--- src/rtl/spi_flash_arb_if.sv ---
// -----------------------------------------------------------------------------
// spi_flash_arb_if
// Bundles the requester-side SPI signals and the flash pad signals seen by
// spi_flash_arb.
//   req0/req1         requester wants the pads (held for the transaction)
//   gnt0/gnt1         requester owns the pads
//   sclkX/csX_n/sdoX  requester SPI outputs
//   sdi               pad_sdi fanned out to both requesters
//   pad_sclk/pad_cs_n/pad_sdo  to the gpio flash pins
//   pad_sdi           from the gpio flash pin
//   busy              arbiter not idle
//   owner             one-hot {owner1, owner0}, 00 when unowned
// Modports: slave = arbiter side, master = requesters plus pad side.
// -----------------------------------------------------------------------------
interface spi_flash_arb_if;
    logic       req0;
    logic       gnt0;
    logic       sclk0;
    logic       cs0_n;
    logic       sdo0;
    logic       req1;
    logic       gnt1;
    logic       sclk1;
    logic       cs1_n;
    logic       sdo1;
    logic       sdi;
    logic       pad_sclk;
    logic       pad_cs_n;
    logic       pad_sdo;
    logic       pad_sdi;
    logic       busy;
    logic [1:0] owner;

    modport slave (
        input  req0, sclk0, cs0_n, sdo0,
        input  req1, sclk1, cs1_n, sdo1,
        input  pad_sdi,
        output gnt0, gnt1, sdi,
        output pad_sclk, pad_cs_n, pad_sdo,
        output busy, owner
    );

    modport master (
        output req0, sclk0, cs0_n, sdo0,
        output req1, sclk1, cs1_n, sdo1,
        output pad_sdi,
        input  gnt0, gnt1, sdi,
        input  pad_sclk, pad_cs_n, pad_sdo,
        input  busy, owner
    );
endinterface

--- src/rtl/spi_flash_arb.sv ---
// -----------------------------------------------------------------------------
// spi_flash_arb
// Two-master arbiter for the SPI flash pads. Requester 0 is the boot/XIP
// reader, requester 1 the APB SPI controller. Ownership changes only after
// the owner releases and CS has been held high for GUARD_CYCLES cycles plus
// one IDLE cycle. Unowned pads sit at cs_n=1, sclk=0, sdo=0.
// Ports:
//   clk   system clock, rising edge
//   rst   asynchronous active-high reset
//   bus   spi_flash_arb_if.slave (requests, grants, SPI muxing, status)
// Parameter:
//   GUARD_CYCLES  idle-CS cycles between release and re-arbitration (0..255)
// Build option:
//   SPI_FLASH_ARB_RR_EN  round-robin tie break; otherwise requester 0 wins.
// -----------------------------------------------------------------------------
module spi_flash_arb #(
    parameter int unsigned GUARD_CYCLES = 2
) (
    input  logic           clk,
    input  logic           rst,
    spi_flash_arb_if.slave bus
);

    typedef enum logic [1:0] {StIdle, StOwn0, StOwn1, StGuard} state_e;

    localparam bit         GuardEn   = (GUARD_CYCLES != 0);
    localparam logic [7:0] GuardLoad = (GUARD_CYCLES == 0) ? 8'd0 : 8'(GUARD_CYCLES - 1);

    state_e     r_state;
    state_e     w_state_next;
    logic [7:0] r_cnt;
    logic [7:0] w_cnt_next;
    logic       r_gnt0;
    logic       r_gnt1;
    logic       w_grant0;
    logic       w_grant1;
    logic       w_release;

`ifdef SPI_FLASH_ARB_RR_EN
    // Id of the most recently granted requester; reset to 1 so 0 wins first.
    logic       r_last;
`endif

    always_comb begin
        w_state_next = r_state;
        w_cnt_next   = r_cnt;
        w_grant0     = 1'b0;
        w_grant1     = 1'b0;
        w_release    = 1'b0;
        case (r_state)
            StIdle: begin
                if (bus.req0 && bus.req1) begin
`ifdef SPI_FLASH_ARB_RR_EN
                    w_grant0 = r_last;
                    w_grant1 = ~r_last;
`else
                    w_grant0 = 1'b1;
`endif
                end else begin
                    w_grant0 = bus.req0;
                    w_grant1 = bus.req1;
                end
                if (w_grant0) begin
                    w_state_next = StOwn0;
                end else if (w_grant1) begin
                    w_state_next = StOwn1;
                end
            end
            StOwn0:  w_release = ~bus.req0;
            StOwn1:  w_release = ~bus.req1;
            StGuard: begin
                if (r_cnt == 8'd0) begin
                    w_state_next = StIdle;
                end else begin
                    w_cnt_next = r_cnt - 8'd1;
                end
            end
            default: w_state_next = StIdle;
        endcase
        // With no guard interval the owner hands straight back to IDLE.
        if (w_release) begin
            if (GuardEn) begin
                w_state_next = StGuard;
                w_cnt_next   = GuardLoad;
            end else begin
                w_state_next = StIdle;
            end
        end
    end

    always_ff @(posedge clk or posedge rst) begin
        if (rst) begin
            r_state <= StIdle;
            r_cnt   <= 8'd0;
            r_gnt0  <= 1'b0;
            r_gnt1  <= 1'b0;
        end else begin
            r_state <= w_state_next;
            r_cnt   <= w_cnt_next;
            r_gnt0  <= (w_state_next == StOwn0);
            r_gnt1  <= (w_state_next == StOwn1);
        end
    end

`ifdef SPI_FLASH_ARB_RR_EN
    always_ff @(posedge clk or posedge rst) begin
        if (rst) begin
            r_last <= 1'b1;
        end else if (w_grant0) begin
            r_last <= 1'b0;
        end else if (w_grant1) begin
            r_last <= 1'b1;
        end
    end
`endif

    // Pad mux keyed on the registered state: no added latency in OWNx, and
    // an asynchronous reset idles the pads immediately.
    always_comb begin
        bus.pad_sclk = 1'b0;
        bus.pad_cs_n = 1'b1;
        bus.pad_sdo  = 1'b0;
        case (r_state)
            StOwn0: begin
                bus.pad_sclk = bus.sclk0;
                bus.pad_cs_n = bus.cs0_n;
                bus.pad_sdo  = bus.sdo0;
            end
            StOwn1: begin
                bus.pad_sclk = bus.sclk1;
                bus.pad_cs_n = bus.cs1_n;
                bus.pad_sdo  = bus.sdo1;
            end
            default: ;
        endcase
    end

    assign bus.gnt0  = r_gnt0;
    assign bus.gnt1  = r_gnt1;
    assign bus.owner = {r_gnt1, r_gnt0};
    assign bus.busy  = (r_state != StIdle);
    assign bus.sdi   = bus.pad_sdi;

endmodule

--- src/flat_wrapper.sv ---
// flat-port wrapper written by rule: the top's interface ports become plain ports
module spi_flash_arb_flat 
#(
    parameter int unsigned GUARD_CYCLES = 2
)
  (clk, rst, bus_req0, bus_sclk0, bus_cs0_n, bus_sdo0, bus_req1, bus_sclk1, bus_cs1_n, bus_sdo1, bus_pad_sdi, bus_gnt0, bus_gnt1, bus_sdi, bus_pad_sclk, bus_pad_cs_n, bus_pad_sdo, bus_busy, bus_owner);
  spi_flash_arb_if bus_i ();
  input  logic clk;
  input  logic rst;
  input wire logic [$bits(bus_i.req0)-1:0] bus_req0;
  input wire logic [$bits(bus_i.sclk0)-1:0] bus_sclk0;
  input wire logic [$bits(bus_i.cs0_n)-1:0] bus_cs0_n;
  input wire logic [$bits(bus_i.sdo0)-1:0] bus_sdo0;
  input wire logic [$bits(bus_i.req1)-1:0] bus_req1;
  input wire logic [$bits(bus_i.sclk1)-1:0] bus_sclk1;
  input wire logic [$bits(bus_i.cs1_n)-1:0] bus_cs1_n;
  input wire logic [$bits(bus_i.sdo1)-1:0] bus_sdo1;
  input wire logic [$bits(bus_i.pad_sdi)-1:0] bus_pad_sdi;
  output wire logic [$bits(bus_i.gnt0)-1:0] bus_gnt0;
  output wire logic [$bits(bus_i.gnt1)-1:0] bus_gnt1;
  output wire logic [$bits(bus_i.sdi)-1:0] bus_sdi;
  output wire logic [$bits(bus_i.pad_sclk)-1:0] bus_pad_sclk;
  output wire logic [$bits(bus_i.pad_cs_n)-1:0] bus_pad_cs_n;
  output wire logic [$bits(bus_i.pad_sdo)-1:0] bus_pad_sdo;
  output wire logic [$bits(bus_i.busy)-1:0] bus_busy;
  output wire logic [$bits(bus_i.owner)-1:0] bus_owner;
  assign bus_i.req0 = bus_req0;
  assign bus_i.sclk0 = bus_sclk0;
  assign bus_i.cs0_n = bus_cs0_n;
  assign bus_i.sdo0 = bus_sdo0;
  assign bus_i.req1 = bus_req1;
  assign bus_i.sclk1 = bus_sclk1;
  assign bus_i.cs1_n = bus_cs1_n;
  assign bus_i.sdo1 = bus_sdo1;
  assign bus_i.pad_sdi = bus_pad_sdi;
  assign bus_gnt0 = bus_i.gnt0;
  assign bus_gnt1 = bus_i.gnt1;
  assign bus_sdi = bus_i.sdi;
  assign bus_pad_sclk = bus_i.pad_sclk;
  assign bus_pad_cs_n = bus_i.pad_cs_n;
  assign bus_pad_sdo = bus_i.pad_sdo;
  assign bus_busy = bus_i.busy;
  assign bus_owner = bus_i.owner;
  spi_flash_arb #(.GUARD_CYCLES(GUARD_CYCLES)) u_core (.clk(clk), .rst(rst), .bus(bus_i));
endmodule
--- config.mk ---
export PLATFORM = sky130hd
export DESIGN_NAME = spi_flash_arb_flat
export DESIGN_NICKNAME = d
export VERILOG_FILES = /design/src/rtl/spi_flash_arb_if.sv /design/src/rtl/spi_flash_arb.sv /design/src/flat_wrapper.sv
export SDC_FILE = /design/constraint.sdc
export NUM_CORES = 1
export LEC_CHECK = 0
export CAP_MARGIN = 0
export CORE_MARGIN = 2
export CORE_UTILIZATION = 50
export DETAILED_ROUTE_END_ITERATION = 16
export GPL_TIMING_DRIVEN = 0
export PLACE_DENSITY = 0.82
export SKIP_CTS_REPAIR_TIMING = 1
export SLEW_MARGIN = 20
export SYNTH_ARGS = -nofsm -noshare
export SYNTH_HDL_FRONTEND = slang
export SYNTH_SLANG_ARGS = --single-unit
--- constraint.sdc ---
create_clock -name clk -period 6 [get_ports clk]
set_input_delay 0.9 -clock clk [delete_from_list [all_inputs] [get_ports clk]]
set_output_delay 0.9 -clock clk [all_outputs]
set_load 0.02 [all_outputs]
# Word level (Yosys, flattened, before mapping)
# Index checks and enable logic that the tools add are counted.
# totals
reg_bits	12
latch_bits	0
mem_bits_rw	0
mem_bits_ro	0
input_bits	11
elab_cells	35
mem_count	0
# classes
add_sub_neg	1
multipliers	0
div	0
magnitude_cmp	0
n_eq_ne	6
shift	0
muxes	16
bitwise_logic	2
n_reduce_logical	6
# ops
op	n
$mux W8	3
$logic_not A8 Y1	1
$mux W2	4
$pmux W1 S2	4
$sub A8 B1 Y8 const B	1
$eq A2 B2 Y1 const B	3
$eq A2 B1 Y1 const B	2
$mux W1	4
$pmux W2 S2	1
$reduce_bool A2 Y1	2
$logic_not A2 Y1	1
$ne A2 B1 Y1 const B	1
$not A1 Y1	2
$reduce_and A2 Y1	1
$logic_and A1 B1 Y1	1

# Depth between registers and ports, before layout
# Gate-level depths: netlist (run 1).
# depth
depth_word	8
mapped_depth	6
mapped_depth_nobuf	6

# Worst setup path after synthesis (run 1)
# OpenSTA, ideal clock, no wires.
# synth_path
path_type	input port to output port
start	input bus_cs1_n
end	output bus_pad_cs_n
arrival_time_ns	1.314
t_required_ns	5.100
setup_slack_ns	3.786
path_stages	1
n_path_buf	0
path_cell_list	a221o_1
# synth_via
elab_chain_cells	1
# synth_lines
element	line	text
start: declaration	flat_wrapper.sv:16	input wire logic [$bits(bus_i.cs1_n)-1:0] bus_cs1_n;
$pmux W1 S2	spi_flash_arb.sv:123	case (r_state)
end: declaration	flat_wrapper.sv:23	output wire logic [$bits(bus_i.pad_cs_n)-1:0] bus_pad_cs_n;
# No other way between the ends.

# Worst setup path after layout (run 1)
# Ends and elaborated chain as after synthesis.

==> results of run 1 <==
## metrics by stage
step / setup WS, ps / cell area (um^2) / hold WS (ps)
2_1_floorplan: 3790 / 757 / 513
3_3_place_gp: 2930 / 957 / 543
3_5_place_dp: 2920 / 957 / 563
4_1_cts: 2920 / 993 / 582
5_1_grt: 2890 / 993 / 617
6_report: 2920 / 993 / 570
## sequential cells by signal, indices dropped and copies added (netlist names)
name	cells
u_core.r_cnt	8
u_core.r_state	2
u_core.bus.gnt0	1
u_core.bus.gnt1	1
## cell usage in the layout, fill, tap and decap left out
cell type and count:
a221oi_1 1, nor2_1 12, buf_4 3, clkbuf_4 3, nor4b_1 2, nand2_1 1, a211oi_1 2, inv_1 9
o32a_4 1, clkbuf_8 1, ha_1 6, mux2i_1 1, clkdlybuf4s50_1 18, and2_1 1, xnor2_1 2, a2111oi_0 1
dfrtp_1 12, o31a_4 1, nor4_1 1, o21ai_0 2, nand2b_1 4, a21oi_1 3, o211ai_1 1, nand3_1 1
a21o_1 1, xor2_1 3, a221o_1 1, a22oi_1 2, nor2b_1 1, or4_4 1, o31ai_1 1
## routing by layer
layer,global-route usage [%],wire [um]
met3,3.40,56
met1,19.8,609
met5,0,0
met4,16.9,44
met2,32.7,780
## area by class of cell
type                            instances  area, um^2
Fill cell                             116         460
Multi-Input combinational cell         53         400
Sequential cell                        12         300
Timing Repair Buffer                   18         180
Clock buffer                            4        36.3
Inverter                                9        33.8
Buffer                                  3        22.5
Tap cell                               16        20.0
## logic make-up after synthesis
group,after synthesis
and+or+nand+nor,24
AOI/OAI and AO/OA,17
buffers and inverters,12
DFF,12
adders and majority gates,6
xor gates and xnor gates,5
muxes,1
## final timing paths
check	startpoint	to	slack, ps	cells past startpoint
min in group asynchronous	rst	u_core.bus.gnt0	920	2
max reg2reg	u_core.r_state[1]	u_core.bus.gnt0	3900	6
max in group asynchronous	rst	u_core.r_cnt[4]	4770	2
max	bus_cs1_n	bus_pad_cs_n	2920	3
min reg2reg	u_core.r_cnt[7]	u_core.r_cnt[7]	570	2
min	u_core.r_cnt[7]	u_core.r_cnt[7]	570	2
## worst reg2reg max path: cells and delay by family (launching register included)
kind	cells	cell delay [ps]
flip-flops	1	440
buffers and inverters	2	200
adder cells (fa/ha/maj)	1	330
AO/OA/AOI/OAI	2	940
AND/OR/NAND/NOR	1	120
## power groups by stage
stage / Clock, mW / Sequential [mW] / Combinational [mW]
after floorplan: 0 / 0.138 / 0.207
after global placement: 0 / 0.137 / 0.295
after detailed placement: 0 / 0.139 / 0.304
after CTS: 0.0674 / 0.137 / 0.306
after global routing: 0.0685 / 0.142 / 0.338
final: 0.0650 / 0.138 / 0.303
==> reports/qor.csv, run 1 <==
metric;value;unit
yosys-top-cells-count;12 x dfrtp_1, 12 x nor2_1, 9 x inv_1;
power.switching;0.215;mW
place_congestion;0.761;
final_antenna_net_count;0;
path_buf_inv;2;
cts_inserted_buffers;3;
setup_violations;0;
synthMuxAreaShare;1.32;%
stdcell_count;115;
post-route-drc-count;0;
syn_area;757;um^2
crit_path_cell_trace;clkdlybuf4s50_1, a221o_1, clkdlybuf4s50_1;
worstSetupPathType;input port to primary output;
finClkSkew;1.06;ps
maxCapViolCount;0;
n_antenna_cell;0;
rows;14;
cts-root-buf;clkbuf_4;
final_core_util;68.3;%
ys_ff_latch;12;
grt_pass1_wl;2570;um
pwr-share-clk;12.8;%
layout_min_cycle_time;3080;ps
fmax;325;MHz
cp_common_cell;clkdlybuf4s50_1;
antenna_found_initial;0;
grt.total_usage;19.2;%
dpl.cell_count;111;
wirelength;1490;um
h-tree-depth;1;
dr_total_vias;647;
die_h;42.9;um
seq_area_frac_synth;39.7;%
seqPwrFrac;27.3;%
yosys.area.top_type_share;39.7;%
p_sw_share;42.4;%
cts_buffer_depth;2;
ys.flop_type;dfrtp_1;
cts_tree;done;
powerDensity;510;mW/mm^2
syn_avg_cell_area;9.83;um^2
drt_pre_antenna_iters;2;
die_w;42.9;um
synth_edf_count;0;
initial_utilization;52.1;%
slowest_delay;540;ps
routedWlPerCell;13.0;um
total_power;0.506;mW
crit_arrival;2180;ps
ys.warnings.count;0;
rsz0062_at_grt;no;
async_reset_ff_share;100;%
crit_required;5100;ps
cpLargestDelayFamily;buffers and inverters;
synth_xor_area_share;5.79;%
drv_slew;0;
num_io_pins;20;
synth_cell_types;28;
core_area;0.00145;mm^2
nets;117;
finalHoldViolCount;0;
end_kind;primary output;
hp-class;register to register;
fin_crit_sh;51.3;%
drt_iter0_drc;5;
leakagePower;0.455;nW
cp-start-kind;input port;
clkLatencyLatePin;270;ps
syn_inst;77;
worst_pin_slew;795;ps
drive_above_1_share;10.1;%
path_clk_slew;80;ps
ir_drop;0.313;mV
port-buffer-count;18;
first_global_vias;671;
die_area;0.00184;mm^2
synth_fa_ha_area_share;9.92;%
dp_hpwl;1150;um
grt_max_degree;13;
synth_top_family_by_area;compound AO/OA/AOI/OAI gates;
yosysTopAreaCell;dfrtp_1;
synth_area_leaders;dfrtp_1 40%, ha_1 9.9%, nor2_1 6.0%;
synth_simple_gate_area_share;16.7;%
synth_compound_area_share;19.2;%
cts_sinks;12;
fin_tns_setup;0;ps
p_int;0.292;mW
slew_headroom;47.0;%
p_comb_share;59.9;%
outcome;completed;
viasPerCell;5.63;
cp_slowest_cell;clkdlybuf4s50_1;
crit_path_max_fanout;1;
overflow;0;
synth_fp_nets;94;
areaGrowthSynthToFinish;31.2;%
No activity file was read; power rests on OpenSTA's default activity.
==> run 2, diff against run 1 <==
CORE_UTILIZATION = 42   (was 50)
PLACE_DENSITY = 0.73   (was 0.82)
clock period = 2.55 ns   (was 6 ns; I/O delays follow)
==> run 2 against run 1 <==
  * Sequential share of layout area shrank 0.34 points
  * Non-clock buffer count is the same
  * Critical path depth grew 2
  * Worst setup slack lost 2800 ps
  * Clock power grew 140%
  * First-iteration DRC count shrank 40%
  * Design area grew 1.1%
  * Die area grew 17%
  * Hold slack lost 170 ps
  * Flip-flop and latch count is the same
  * Register-to-register slack lost 3400 ps
  * Largest cell class unchanged
  * Largest power group unchanged
==> reports/qor.csv, run 2 (synthesized netlist as in run 1, its figures left out) <==
metric;value;unit;change
crit_path_cell_trace;inv_1, ha_1, inv_1, a221o_1, clkdlybuf4s50_1;;
holdWs;405;ps;-165 ps
crit_required;2170;ps;-2930 ps
final_core_util;58.8;%;-9.5 points
cp-start-kind;register;;
drive_above_1_share;10.1;%;unchanged
setup_slack;117;ps;-2810 ps
n_fill_cell;137;;+18%
finalHoldViolCount;0;;unchanged
drt_pre_antenna_iters;3;;+1
num_io_pins;20;;unchanged
crit_path_max_fanout;6;;+5
cts_buffer_depth;2;;unchanged
cts_inserted_buffers;3;;unchanged
rows;15;;+1
rsz0062_at_grt;no;;
end_kind;primary output;;
mostFrequentLayoutCells;18 x clkdlybuf4s50_1, 12 x nor2_1, 12 x dfrtp_1, 9 x inv_1, 6 x ha_1;;
gr-usage-met1;19.9;%;+0.064 points
drv_slew;0;;unchanged
fin_tns_setup;0;ps;unchanged
final_common_cell;clkdlybuf4s50_1;;
p_int;0.686;mW;+140%
outcome;completed;;
met2_usage;26.9;%;-5.8 points
slowest_delay;540;ps;about the same
post-route-drc-count;0;;unchanged
worst_pin_slew;783;ps;-12.5 ps
nets;117;;unchanged
cts_sinks;12;;unchanged
cp_slowest_cell;clkdlybuf4s50_1;;
hp-class;input port to async pin;;
p_sw_share;41.9;%;-0.50 points
fmax;411;MHz;
core_area;0.00171;mm^2;+17%
overflow;0;;unchanged
viasPerCell;4.90;;-13%
seqPwrFrac;27.3;%;about the same
dp_hpwl;1110;um;-3.7%
h-tree-depth;1;;unchanged
wirelength;1440;um;-3.4%
first_global_vias;598;;-11%
cts-root-buf;clkbuf_4;;
leakagePower;0.455;nW;unchanged
grtUsageMet3;1.18;%;-2.2 points
initial_utilization;44.3;%;-7.7 points
die_area;0.00216;mm^2;+17%
die_w;46.5;um;+8.3%
maxCapViolCount;0;;unchanged
crit_arrival;2050;ps;-130 ps
p_comb_share;59.8;%;about the same
post-place-ws;411;ps;-2500 ps
grt_pass1_wl;2420;um;-6.1%
regMostFlops;u_core.r_cnt;;
cp_common_cell;inv_1;;
powerDensity;1170;mW/mm^2;+130%
ir_drop;0.672;mV;+110%
port-buffer-count;18;;unchanged
drt_iter0_drc;3;;-2
areaGrowthSynthToFinish;32.7;%;
finClkSkew;7.16;ps;+6.09 ps
setup_violations;0;;unchanged
dr_total_vias;607;;-6.2%
total_power;1.18;mW;+130%
place_congestion;0.846;;+11%
slew_headroom;47.8;%;+0.83 points
cts_tree;done;;
grt-busiest-layer;met2;;
final_antenna_net_count;0;;unchanged
grt.total_usage;16.2;%;-3.1 points
multi_input_area;400;um^2;unchanged
top_regs;u_core.r_cnt (8), u_core.r_state (2);;
power.switching;0.495;mW;+130%
routedWlPerCell;11.6;um;-10%
fin_crit_sh;95.4;%;
path_clk_slew;80;ps;about the same
die_h;46.5;um;+8.3%
worstSetupPathType;register to primary output;;
antenna_found_initial;0;;unchanged
grt_max_degree;13;;unchanged
pwr-share-clk;13.0;%;+0.2 points
clkLatencyLatePin;270;ps;about the same
largest_register_ff_count;8;;unchanged
layout_min_cycle_time;2430;ps;
regArea;300;um^2;unchanged
n_antenna_cell;0;;unchanged
## run 2: cell counts in the layout (fill, tap and decap cells not counted)
No cell type changed its count.
## run 2: power by group through the flow
| stage | registers (mW) | logic, mW | clock network, mW |
|---|---|---|---|
| finish | 0.322 | 0.705 | 0.153 |
| global route | 0.331 | 0.792 | 0.163 |
| CTS | 0.322 | 0.714 | 0.155 |
| detailed placement | 0.326 | 0.708 | 0 |
| global placement | 0.322 | 0.696 | 0 |
| floorplan | 0.324 | 0.488 | 0 |
## run 2: per-layer routing
layer / share of wire [%] / vias to the layer above
li1: - / 310
met1: 44 / 281
met2: 51 / 14
met3: 2.4 / 2
met4: 1.9 / 0
met5: 0 / -
## run 2: final timing paths
kind	end	startpoint	cells after the start	slack, ps
worst max-delay path	bus_pad_cs_n	u_core.r_state[1]	5	120
worst min-delay path	u_core.r_state[0]	rst	2	410
worst max register to register	u_core.bus.gnt0	u_core.r_state[1]	6	470
worst min register to register	u_core.r_cnt[0]	u_core.r_cnt[0]	2	560
max in group asynchronous	u_core.r_cnt[4]	rst	2	1830
min in group clk	u_core.r_cnt[0]	u_core.r_cnt[0]	2	560
## run 2: cell type report
class                      instances  share of cell area [%]
buffer                             3                    2.24
clock buffer                       4                    3.61
inverter                           9                    3.36
multi-input combinational         53                    39.9
sequential                        12                    29.9
tap                               25                    3.11
timing repair buffer              18                    17.9
## run 2: worst max-delay path: cells and delay by family (launching register included)
family          cells  cell delay [ps]
buf+inv             3              740
flops               1              450
fa+ha+maj           1              320
compound gates      1              280
## run 2: through the flow
| step | std cells | instance area, um^2 |
|---|---|---|
| floorplan | 77 | 757 |
| global placement | 120 | 968 |
| detailed placement | 120 | 968 |
| CTS | 124 | 1000 |
| global route | 124 | 1000 |
| finish | 124 | 1000 |
==> run 3, diff against run 2 <==
ABC_AREA = 1   (was default)
CORE_UTILIZATION = 43   (was 42)
CTS_CLUSTER_SIZE = 12   (was default)
==> run 3 against run 2 <==
  * Count of clock-buffer cells in the layout did not move
  * Largest power group unchanged
  * Clock skew shrank 5.0 ps
  * Highest routed layer unchanged
  * Routed wire length up 11%
==> reports/qor.csv, run 3 <==
metric;value;unit;change
synth_xor_area_share;2.09;%;-3.7 points
die_area;0.00232;mm^2;+7.3%
worstSetupPathType;register to primary output;;
setup_violations;0;;unchanged
startpoint;u_core.r_state[1];;
synth_fp_nets;125;;+33%
maxCapViolCount;0;;unchanged
grt_max_degree;13;;unchanged
nets;148;;+26%
r2r_setup_slack;980;ps;+510 ps
ys_ff_latch;12;;unchanged
post-route-drc-count;0;;unchanged
mostFrequentLayoutCells;21 x nand2_1, 17 x inv_1, 15 x clkdlybuf4s50_1, 12 x dfrtp_1, 11 x nor2_1;;
yosysTopAreaCell;dfrtp_1;;
post-place-ws;349;ps;-62.8 ps
path_clk_slew;80;ps;about the same
finalHoldViolCount;0;;unchanged
cp-start-kind;register;;
n_fill_cell;162;;+18%
syn_inst;108;;+40%
place_congestion;0.741;;-12%
reg2reg_depth;9;;+3
synthMuxAreaShare;0;%;-1.3 points
hp-class;input port to async pin;;
r2r-end;u_core.r_cnt[4];;
cts_inserted_buffers;3;;unchanged
seq_area_frac_synth;35.9;%;-3.8 points
cp_common_cell;inv_1;;
fin_tns_setup;0;ps;unchanged
async_reset_ff_share;100;%;unchanged
yosys-top-cells-count;21 x nand2_1, 17 x inv_1, 12 x dfrtp_1;;
powerDensity;1310;mW/mm^2;+12%
cpLargestDelayFamily;buffers and inverters;;
slew_headroom;68.9;%;+21 points
final_core_util;61.3;%;+2.4 points
die_h;48.1;um;+3.6%
path_buf_inv;3;;unchanged
synth_cell_types;23;;-18%
die_w;48.1;um;+3.6%
drt_pre_antenna_iters;4;;+1
port-buffer-count;18;;unchanged
synth_top_family_by_area;simple AND/OR/NAND/NOR gates;;
grt_pass1_wl;2400;um;-0.58%
cts_buffer_depth;2;;unchanged
end_kind;primary output;;
cts_tree;done;;
drive_above_1_share;17.7;%;+7.6 points
synth_area_leaders;dfrtp_1 36%, nand2_1 9.4%, ha_1 9.0%;;
fmax;462;MHz;+12%
drv_slew;0;;unchanged
n_antenna_cell;0;;unchanged
yosysMostFrequentCell;nand2_1;;
cts_sinks;12;;unchanged
rsz0062_at_grt;no;;
yosys.area.top_type_share;35.9;%;-3.8 points
num_io_pins;20;;unchanged
areaGrowthSynthToFinish;30.5;%;
rows;15;;unchanged
reg2reg_from;u_core.r_state[1];;
first_global_vias;581;;-2.8%
cp_slowest_cell;dfrtp_1;;
drt_iter0_drc;15;;+12
fin_crit_sh;84.9;%;-11 points
routedWlPerCell;10.3;um;-11%
synth_edf_count;0;;unchanged
regMostFlops;u_core.r_cnt;;
regArea;300;um^2;unchanged
antenna_found_initial;0;;unchanged
dpl.cell_count;151;;+26%
largest_register_ff_count;8;;unchanged
stdcell_count;155;;+25%
crit_path_max_fanout;5;;-1
slowest_delay;430;ps;-110 ps
viasPerCell;4.73;;-3.4%
finClkSkew;2.16;ps;-4.99 ps
ys.flop_type;dfrtp_1;;
leakagePower;0.574;nW;+26%
final_antenna_net_count;0;;unchanged
final_common_cell;nand2_1;;
layout_min_cycle_time;2160;ps;-268 ps
cts-root-buf;clkbuf_4;;
synth_compound_area_share;13.2;%;-6.0 points
outcome;completed;;
setup_slack;386;ps;+268 ps
crit_required;2170;ps;about the same
multi_input_area;447;um^2;+12%
initial_utilization;46.9;%;+2.6 points
clkLatencyLatePin;280;ps;about the same
crit_path_cell_trace;inv_1, ha_1, inv_1, a221o_1, dlymetal6s2s_1;;
crit_arrival;1780;ps;-270 ps
syn_avg_cell_area;7.75;um^2;-21%
ys.warnings.count;0;;unchanged
synth_fa_ha_area_share;8.97;%;-0.95 points
total_power;1.44;mW;+22%
ir_drop;0.718;mV;+6.8%
synth_simple_gate_area_share;29.1;%;+12 points
dr_total_vias;733;;+21%
grt.total_usage;15.2;%;-0.92 points
overflow;0;;unchanged
top_regs;u_core.r_cnt (8), u_core.r_state (2);;
worst_pin_slew;466;ps;-317 ps
core_area;0.00178;mm^2;+4.4%
h-tree-depth;1;;unchanged
dp_hpwl;1220;um;+10%
wirelength;1600;um;+11%
syn_area;837;um^2;+11%
## run 3: metal layers
metal | up-vias | GRT usage, % | share of wire (%)
li1 | 381 | - | -
met1 | 323 | 19.1 | 47
met2 | 23 | 24.3 | 44
met3 | 6 | 3.70 | 6.6
met4 | 0 | 8.11 | 2.0
met5 | - | 0 | 0
## run 3: area by class of cell
cell class	instances	share of cell area, %
multi-input cells	75	40.9
clock buffers	4	3.32
repair buffers	18	17.2
flip-flops and latches	12	27.5
plain buffers	3	2.06
well taps	25	2.86
inverters	18	6.19
## run 3: worst max path at each step
stage / to / slack [ps] / cells past startpoint
floorplan: bus_pad_sclk / 900 / 4
global placement: bus_pad_cs_n / 380 / 5
detailed placement: bus_pad_cs_n / 350 / 5
CTS: bus_pad_cs_n / 40 / 5
global route: bus_pad_cs_n / 270 / 5
finish: bus_pad_cs_n / 390 / 5
## run 3: cell families after synthesis
logic type,after synthesis
AND/OR/NAND/NOR,51
buffers and inverters,21
AO/OA/AOI/OAI,16
flip-flops,12
adder cells (fa/ha/maj),6
XOR/XNOR,2
## run 3: power by group
part           total [mW]  internal [mW]  switching (mW)  leakage (nW)
sequential          0.345          0.278          0.0671         0.153
clock               0.156         0.0869          0.0695        0.0210
combinational       0.934          0.386           0.548         0.400
total                1.44          0.751           0.685         0.574
## run 3: per-stage QoR
stage,hold slack (ps),instance area (um^2)
2_1_floorplan,247,837
3_3_place_gp,535,1050
3_5_place_dp,547,1050
4_1_cts,432,1080
5_1_grt,459,1090
6_report,416,1090
